**config.mk**
```make
export PLATFORM = sky130hd
export DESIGN_NAME = serial_add_ctrl
export DESIGN_NICKNAME = d
export VERILOG_FILES = /design/src/rtl/serial_add_pkg.sv /design/src/rtl/edge_detect.sv /design/src/rtl/serial_add_ctrl.sv
export SDC_FILE = /design/constraint.sdc
export NUM_CORES = 1
export LEC_CHECK = 0
export ABC_CLOCK_PERIOD_IN_PS = 1800
export BUFFER_PORTS_ARGS = -buffer_cell sky130_fd_sc_hd__buf_2
export CAP_MARGIN = 20
export CORE_UTILIZATION = 51
export DETAILED_ROUTE_END_ITERATION = 6
export PLACE_DENSITY = 0.83
export SLEW_MARGIN = 20
export SYNTH_ARGS = -nofsm -noshare
export SYNTH_HDL_FRONTEND = slang
export SYNTH_HIERARCHICAL = 1
export SYNTH_SLANG_ARGS = --single-unit
export TNS_END_PERCENT = 50
```
**constraint.sdc**
```tcl
create_clock -name clk -period 1.8 [get_ports clk]
set_input_delay 0 -clock clk [delete_from_list [all_inputs] [get_ports clk]]
set_output_delay 0 -clock clk [all_outputs]
set_load 0.005 [all_outputs]
```
**src/rtl/serial_add_pkg.sv**
```systemverilog
// Shared types and constants for the bit-serial adder controller.
// Holds the FSM state encoding and the default operand width.
package serial_add_pkg;

  localparam int DEFAULT_WIDTH = 4;

  typedef enum logic [1:0] {
    IDLE = 2'd0,
    RUN  = 2'd1,
    DONE = 2'd2
  } state_t;

  // Bit counter width; never below one bit.
  function automatic int cnt_bits(input int w);
    return (w > 2) ? $clog2(w) : 1;
  endfunction

endpackage

```
**src/rtl/edge_detect.sv**
```systemverilog
// Rising-edge detector for the level start request.
// One register of history; rise is combinational from it.
module edge_detect (
  input  logic clk,
  input  logic reset,
  input  logic in,
  output logic rise
);

  logic start_q;

  always_ff @(posedge clk or posedge reset) begin
    if (reset) begin
      start_q <= 1'b0;
    end else begin
      start_q <= in;
    end
  end

  assign rise = in & ~start_q;

endmodule

```
**src/rtl/serial_add_ctrl.sv**
```systemverilog
// Bit-serial adder controller driving an external full adder,
// LSB first, one bit-slice per clock while busy.
module serial_add_ctrl
  import serial_add_pkg::*;
#(
  parameter int WIDTH = DEFAULT_WIDTH
) (
  input  logic             clk,
  input  logic             reset,
  input  logic             start,
  input  logic [WIDTH-1:0] a,
  input  logic [WIDTH-1:0] b,
  input  logic             cin,
  output logic             fa_a,
  output logic             fa_b,
  output logic             fa_cin,
  input  logic             fa_sum,
  input  logic             fa_cout,
  output logic [WIDTH-1:0] sum,
  output logic             cout,
  output logic             busy,
  output logic             done
);

  localparam int CW = cnt_bits(WIDTH);
  localparam logic [CW-1:0] LAST = CW'(WIDTH - 1);

  state_t           state;
  logic             rise;
  logic [WIDTH-1:0] a_sr;
  logic [WIDTH-1:0] b_sr;
  logic [WIDTH-1:0] sum_sr;
  logic [WIDTH-1:0] sum_next;
  logic             carry_q;
  logic [CW-1:0]    cnt;

  edge_detect u_edge (
    .clk   (clk),
    .reset (reset),
    .in    (start),
    .rise  (rise)
  );

  // Result bits enter at the MSB so the first slice ends at bit 0.
  assign sum_next = {fa_sum, sum_sr[WIDTH-1:1]};

  assign fa_a   = (state == RUN) & a_sr[0];
  assign fa_b   = (state == RUN) & b_sr[0];
  assign fa_cin = (state == RUN) & carry_q;

  always_ff @(posedge clk or posedge reset) begin
    if (reset) begin
      state   <= IDLE;
      a_sr    <= '0;
      b_sr    <= '0;
      sum_sr  <= '0;
      carry_q <= 1'b0;
      cnt     <= '0;
      sum     <= '0;
      cout    <= 1'b0;
      busy    <= 1'b0;
      done    <= 1'b0;
    end else begin
      unique case (state)
        IDLE: begin
          done <= 1'b0;
          if (rise) begin
            a_sr    <= a;
            b_sr    <= b;
            carry_q <= cin;
            cnt     <= '0;
            busy    <= 1'b1;
            state   <= RUN;
          end
        end
        RUN: begin
          a_sr    <= a_sr >> 1;
          b_sr    <= b_sr >> 1;
          sum_sr  <= sum_next;
          carry_q <= fa_cout;
          cnt     <= cnt + CW'(1);
          if (cnt == LAST) begin
            sum   <= sum_next;
            cout  <= fa_cout;
            busy  <= 1'b0;
            done  <= 1'b1;
            state <= DONE;
          end
        end
        DONE: begin
          done  <= 1'b0;
          state <= IDLE;
        end
        default: begin
          busy  <= 1'b0;
          done  <= 1'b0;
          state <= IDLE;
        end
      endcase
    end
  end

endmodule
```
---- Word level (Yosys, flattened, before mapping) ----
Cells that the tools add are included.
Widths: inputs -> output; s select.
storage, ports and cells
  logic and storage cells ................. 45
  flip-flop bits (word level) ............. 25
cells by class
  mux-type cells .......................... 16
  add/subtract/negate cells ............... 1
  reductions and logical operators ........ 6
  equality and inequality tests ........... 5
  bitwise operators ....................... 6
operators by type and width
  kind                 count
  $pmux 4 s2           2
  $mux 4               2
  $pmux 2 s2           2
  $mux 2               3
  $reduce_and 2->1     3
  $mux 1               5
  $and 1x1->1          4
  $eq 2x2->1 const B   2
  $pmux 1 s3           1
  $reduce_and 3->1     1
  $add 2x1->2 const B  1
  $eq 2x1->1 const B   1
  $logic_not 2->1      1
  $ne 2x1->1 const B   1
  $ne 2x2->1 const B   1
  $not 1->1            2
  $pmux 1 s2           1
  $reduce_bool 2->1    1

---- Logic depth before layout (Yosys ltp) ----
  depth after elaboration ................. 4
  mapped depth ............................ 5
  mapped depth without buffers ............ 4

---- Hierarchy ----
The synthesis kept the hierarchy.
modules (own cells, without submodules)
  module           cells an instance  seq. area each (um^2)  instances  area an instance (um^2)
  serial_add_ctrl  95                 575.6                  1          1,013.5
  edge_detect      3                  25.0                   1          42.5

---- Worst setup path before layout ----
Ideal clock, no wire load.
  path kind ............................... register -> register
  from .................................... reg u_edge.start_q
  to ...................................... reg a_sr[2]
  required time ........................... 1.735 ns
  stages on the path, launching flop included .. 6
  period minus slack after synthesis ...... 1.242 ns
  setup time .............................. 0.065 ns
  data arrival time ....................... 1.176 ns
  path buffers ............................ 1
  slack ................................... 0.558 ns
  path through ............................ dfrtp_1 > nor2b_4 > buf_6 > nor2_1 > nor2_1 > o221a_2
between the ends
  longest elaborated chain between the ends .. 4
RTL lines
  item                               RTL line               source
  start, declared                    edge_detect.sv:10      logic start_q;
  start signal, assigned             edge_detect.sv:16      start_q <= in;
  $not 1->1                          edge_detect.sv:20      assign rise = in & ~start_q;
  $and 1x1->1                        edge_detect.sv:20
  named net rise                     serial_add_ctrl.sv:29  logic rise;
  $ne 2x2->1 (no source line)        n/a
  $reduce_and 2->1 (no source line)  n/a
  end signal, assigned               serial_add_ctrl.sv:77  a_sr <= a_sr >> 1;
  end, declared                      serial_add_ctrl.sv:30  logic [WIDTH-1:0] a_sr;
The timed path passes the listed nets, and every way through them passes these cells.
A chain may end at the register's enable or synchronous reset.

---- Final worst setup path ----
  from .................................... reg state[1]
  to ...................................... out fa_a
between the ends
  longest elaborated chain between the ends .. 2
RTL lines
  item                    RTL line               source
  start, declared         serial_add_ctrl.sv:28  state_t state;
  start signal, assigned  serial_add_ctrl.sv:53  state <= IDLE;
  start signal, assigned  serial_add_ctrl.sv:73  state <= RUN;
  start signal, assigned  serial_add_ctrl.sv:87  state <= DONE;
  $eq 2x1->1              serial_add_ctrl.sv:47  assign fa_a = (state == RUN) & a_sr[0];
  $and 1x1->1             serial_add_ctrl.sv:47
  end, declared           serial_add_ctrl.sv:14  output logic fa_a,
No other way between the ends.

==> impl_metrics.env <==
export IMPL_initial_antenna_violation_count=0
export IMPL_clock_tree_buffer_depth=2
export IMPL_synth_fp_nets=113
export IMPL_period_minus_slack_ps=1520
export IMPL_clkLatencyLatePin_ps=320
export IMPL_wire_length_of_the_first_global_routing_pass_um=3080
export IMPL_dieHeight_um=47.5
export IMPL_insertedDiodeCount=0
export IMPL_tightest_slew_ps=825
export IMPL_hold_path_class="in -> reg"
export IMPL_routabilityCongestion=0.799
export IMPL_worstSetupPathType="reg -> out"
export IMPL_timing_fmax_mhz=660
export IMPL_synth_compound_gate_area_share=0.153
export IMPL_design_area_sq_um=1310
export IMPL_fin_tns_setup_ps=0
export IMPL_syn2layout_area_growth_pct=23.6
export IMPL_detail_route_iter0_violations=20
export IMPL_tritoncts_num_buffers=3
export IMPL_yosysSeqAreaShare=0.569
export IMPL_clock_root_buffer="sky130_fd_sc_hd__clkbuf_4"
export IMPL_post_drt_via_cell_ratio=5.18
export IMPL_slew_limit_headroom=0.449
export IMPL_critical_path_cell_list="and2b_4 > and2_1 > buf_2"
export IMPL_cts_htree_levels=1
export IMPL_power_share_clock=0.177
export IMPL_final_hold_violation_count=0
export IMPL_total_switching_power_mw=0.746
export IMPL_core_sq_um=1960
export IMPL_placementRows=16
export IMPL_leakage_nw=0.662
export IMPL_synth_edff_count=0
export IMPL_detailedPlace_worstSlack_ps=373
export IMPL_floorplan_die_width_um=47.5
export IMPL_yosys_area_top_type="sky130_fd_sc_hd__dfrtp_1"
export IMPL_worst_path_max_delay_cell="sky130_fd_sc_hd__dfrtp_1"
export IMPL_placed_area_sq_um=1190
export IMPL_die_area_sq_um=2260
export IMPL_min_delay_start="a[0]"
export IMPL_io_buffers=23
export IMPL_grt_pass1_vias=728
export IMPL_synth_cell_types=23
export IMPL_postSynthRegisterBits=24
export IMPL_clk_transition_reported_paths_ps=130
export IMPL_postSynthCellCount=98
export IMPL_reg2regPathDepth=3
export IMPL_grt_ovfl_total=0
export IMPL_run_status="finished clean"
export IMPL_synth_top_area_frac=0.569
export IMPL_p_comb_frac=0.386
export IMPL_synthArstFlopShare=1.00
export IMPL_critical_path_arrival_ps=1520
export IMPL_cts_resized=0
export IMPL_setup_violations_final=0
export IMPL_largest_net_degree_at_the_start_of_global_routing=24
export IMPL_reg2reg_to="cout"
export IMPL_internal_power_mw=1.43
export IMPL_critical_path_peak_fanout=16
export IMPL_ff2ff_setup_slack_ps=330
export IMPL_synth_adder_area_share=0.0118
export IMPL_num_vias=808
export IMPL_yosys_top_cells_count="sky130_fd_sc_hd__dfrtp_1, sky130_fd_sc_hd__nand2_1, sky130_fd_sc_hd__inv_1, sky130_fd_sc_hd__nor2_1, sky130_fd_sc_hd__o21ai_0"
export IMPL_end_kind="output port"
export IMPL_timing_final_crit_share=0.842
export IMPL_min_path_cells=4
export IMPL_worst_r2r_src="state[1]"
export IMPL_grt_util_all_layers=0.198
export IMPL_power_share_sequential=0.437
export IMPL_grt_setup_unrepaired="no"
export IMPL_drt_wirelength_per_cell_um=12.5
export IMPL_whs_ps=31.0
export IMPL_starting_density_of_the_core=0.538
export IMPL_post_synthesis_share_of_cell_area_spent_on_xor_and_xnor_gates=0
export IMPL_cp_required_ps=1800
export IMPL_synth_simple_area_share=0.159
export IMPL_detail_route_antenna_nets=0
export IMPL_ir_worst_vdd_mv=0.949
export IMPL_power_share_switching=0.342
export IMPL_post_synth_main_area_contributors="sky130_fd_sc_hd__dfrtp_1, sky130_fd_sc_hd__mux2_2, sky130_fd_sc_hd__nand2_1"
export IMPL_dp_final_hpwl_um=1370
export IMPL_floorplan_io_pins=24
export IMPL_drt_pre_antenna_iters=4
export IMPL_clock_net_sink_count=24
export IMPL_tritoncts="built"
export IMPL_layout_setup_ws_ps=284
export IMPL_finalClockSkew_ps=5.17
export IMPL_ys_flop_type="sky130_fd_sc_hd__dfrtp_1"
export IMPL_ys_warn_count=6
export IMPL_hold_worst_path_end="a_sr[0]"
export IMPL_syn_cell_area_sq_um=1060
export IMPL_portion_of_netlist_area_occupied_by_mux_cells=0.0533
export IMPL_power_per_cell_area_nw_per_um2=1670
export IMPL_drt_drc_violations_left=0
export IMPL_yosysMostFrequentCell="sky130_fd_sc_hd__dfrtp_1"
export IMPL_main_combinational_cell_family_by_area_after_synthesis="simple AND/OR/NAND/NOR gates"
export IMPL_detail_route_wirelength_um=1950
export IMPL_max_cap_viol_count=0
export IMPL_syn_area_per_cell_sq_um=10.8
export IMPL_nets=145
export IMPL_cp_slowest_stage_delay_ps=630
export IMPL_slew_violations=0
export IMPL_fraction_of_final_layout_cells_sized_beyond_drive_strength_1=0.295
export IMPL_timing_critical_path_from_type="flip-flop"
==> cells by family after synthesis <==
logic type / count (synthesis)
and+or+nand+nor: 33
DFF: 24
AOI/OAI and AO/OA: 22
buffers and inverters: 13
muxes: 5
adders and majority gates: 1
==> what timing repair did <==
item,in CTS,in global routing
endpoints found under the hold margin,30,0
hold buffers,6,0
setup buffers,0,0
==> routing by layer <==
| layer | vias to the layer above | GRT usage | part of all wire |
|---|---|---|---|
| met5 | - | 0 | 0 |
| met4 | 0 | 0.126 | 0.0097 |
| met3 | 4 | 0.0415 | 0.043 |
| met2 | 22 | 0.293 | 0.48 |
| met1 | 387 | 0.264 | 0.47 |
| li1 | 395 | - | - |
==> area by class of cell <==
type,instances,area (sq um)
clock inverter,1,30.0
tap,27,33.8
sequential,24,601
multi-input combinational,61,398
clock buffer,3,22.5
inverter,10,37.5
timing repair buffer,30,183
fill,168,657
==> layout by cell type (no fill, tap or decap), drive strengths merged <==
| master | instances |
|---|---|
| dlygate4sd3 | 6 |
| clkbuf | 3 |
| bufinv | 1 |
| mux2 | 5 |
| nand3b | 2 |
| buf | 24 |
| and2b | 1 |
| a32oi | 5 |
| o221a | 2 |
| dfrtp | 24 |
| ha | 1 |
| a2bb2oi | 1 |
| nor2b | 2 |
| nand2b | 1 |
| a211oi | 1 |
| o21a | 5 |
| inv | 10 |
| nand2 | 14 |
| o22ai | 1 |
| nor2 | 10 |
| and2 | 3 |
| o21ai | 7 |
==> through the flow <==
stage	total power, mW	utilization	std cells
floorplan	1.52	-	98
global placement	1.76	0.608	146
detailed placement	1.80	0.608	146
CTS	2.19	0.665	156
global route	2.35	0.665	156
finish	2.18	0.665	156
==> power by group through the flow <==
| stage | logic, mW | registers [mW] | clock network [mW] |
|---|---|---|---|
| after CTS | 0.849 | 0.947 | 0.393 |
| after global routing | 0.957 | 0.980 | 0.418 |
| after global placement | 0.812 | 0.947 | 0 |
| after detailed placement | 0.835 | 0.960 | 0 |
| after floorplan | 0.619 | 0.900 | 0 |
| final | 0.841 | 0.952 | 0.387 |
==> critical path, delay by kind of cell, from the launching register on <==
family                 cells  cell delay, ps
AND/OR/NAND/NOR            2             450
buffers and inverters      1             120
flip-flops                 1             630
==> state kept, by name, indices dropped and copies added (netlist names) <==
| name | count |
|---|---|
| carry_q | 1 |
| b_sr | 4 |
| busy | 1 |
| cout | 1 |
| a_sr | 4 |
| u_edge/start_q | 1 |
| done | 1 |
| state | 2 |
| sum_sr | 3 |
| cnt | 2 |
| sum | 4 |
==> worst max path at each step <==
| stage | startpoint | end | slack [ps] | depth (start not counted) |
|---|---|---|---|---|
| 3_5_place_dp | state[1] | cout | 370 | 3 |
| 6_report | state[1] | fa_a | 280 | 3 |
| 3_3_place_gp | state[1] | sum[2] | 390 | 3 |
| 4_1_cts | state[1] | fa_a | 290 | 3 |
| 2_1_floorplan | u_edge/start_q | a_sr[2] | 560 | 5 |
| 5_1_grt | state[1] | fa_a | 200 | 3 |
Note: power is estimated with default switching activity, not from simulation.
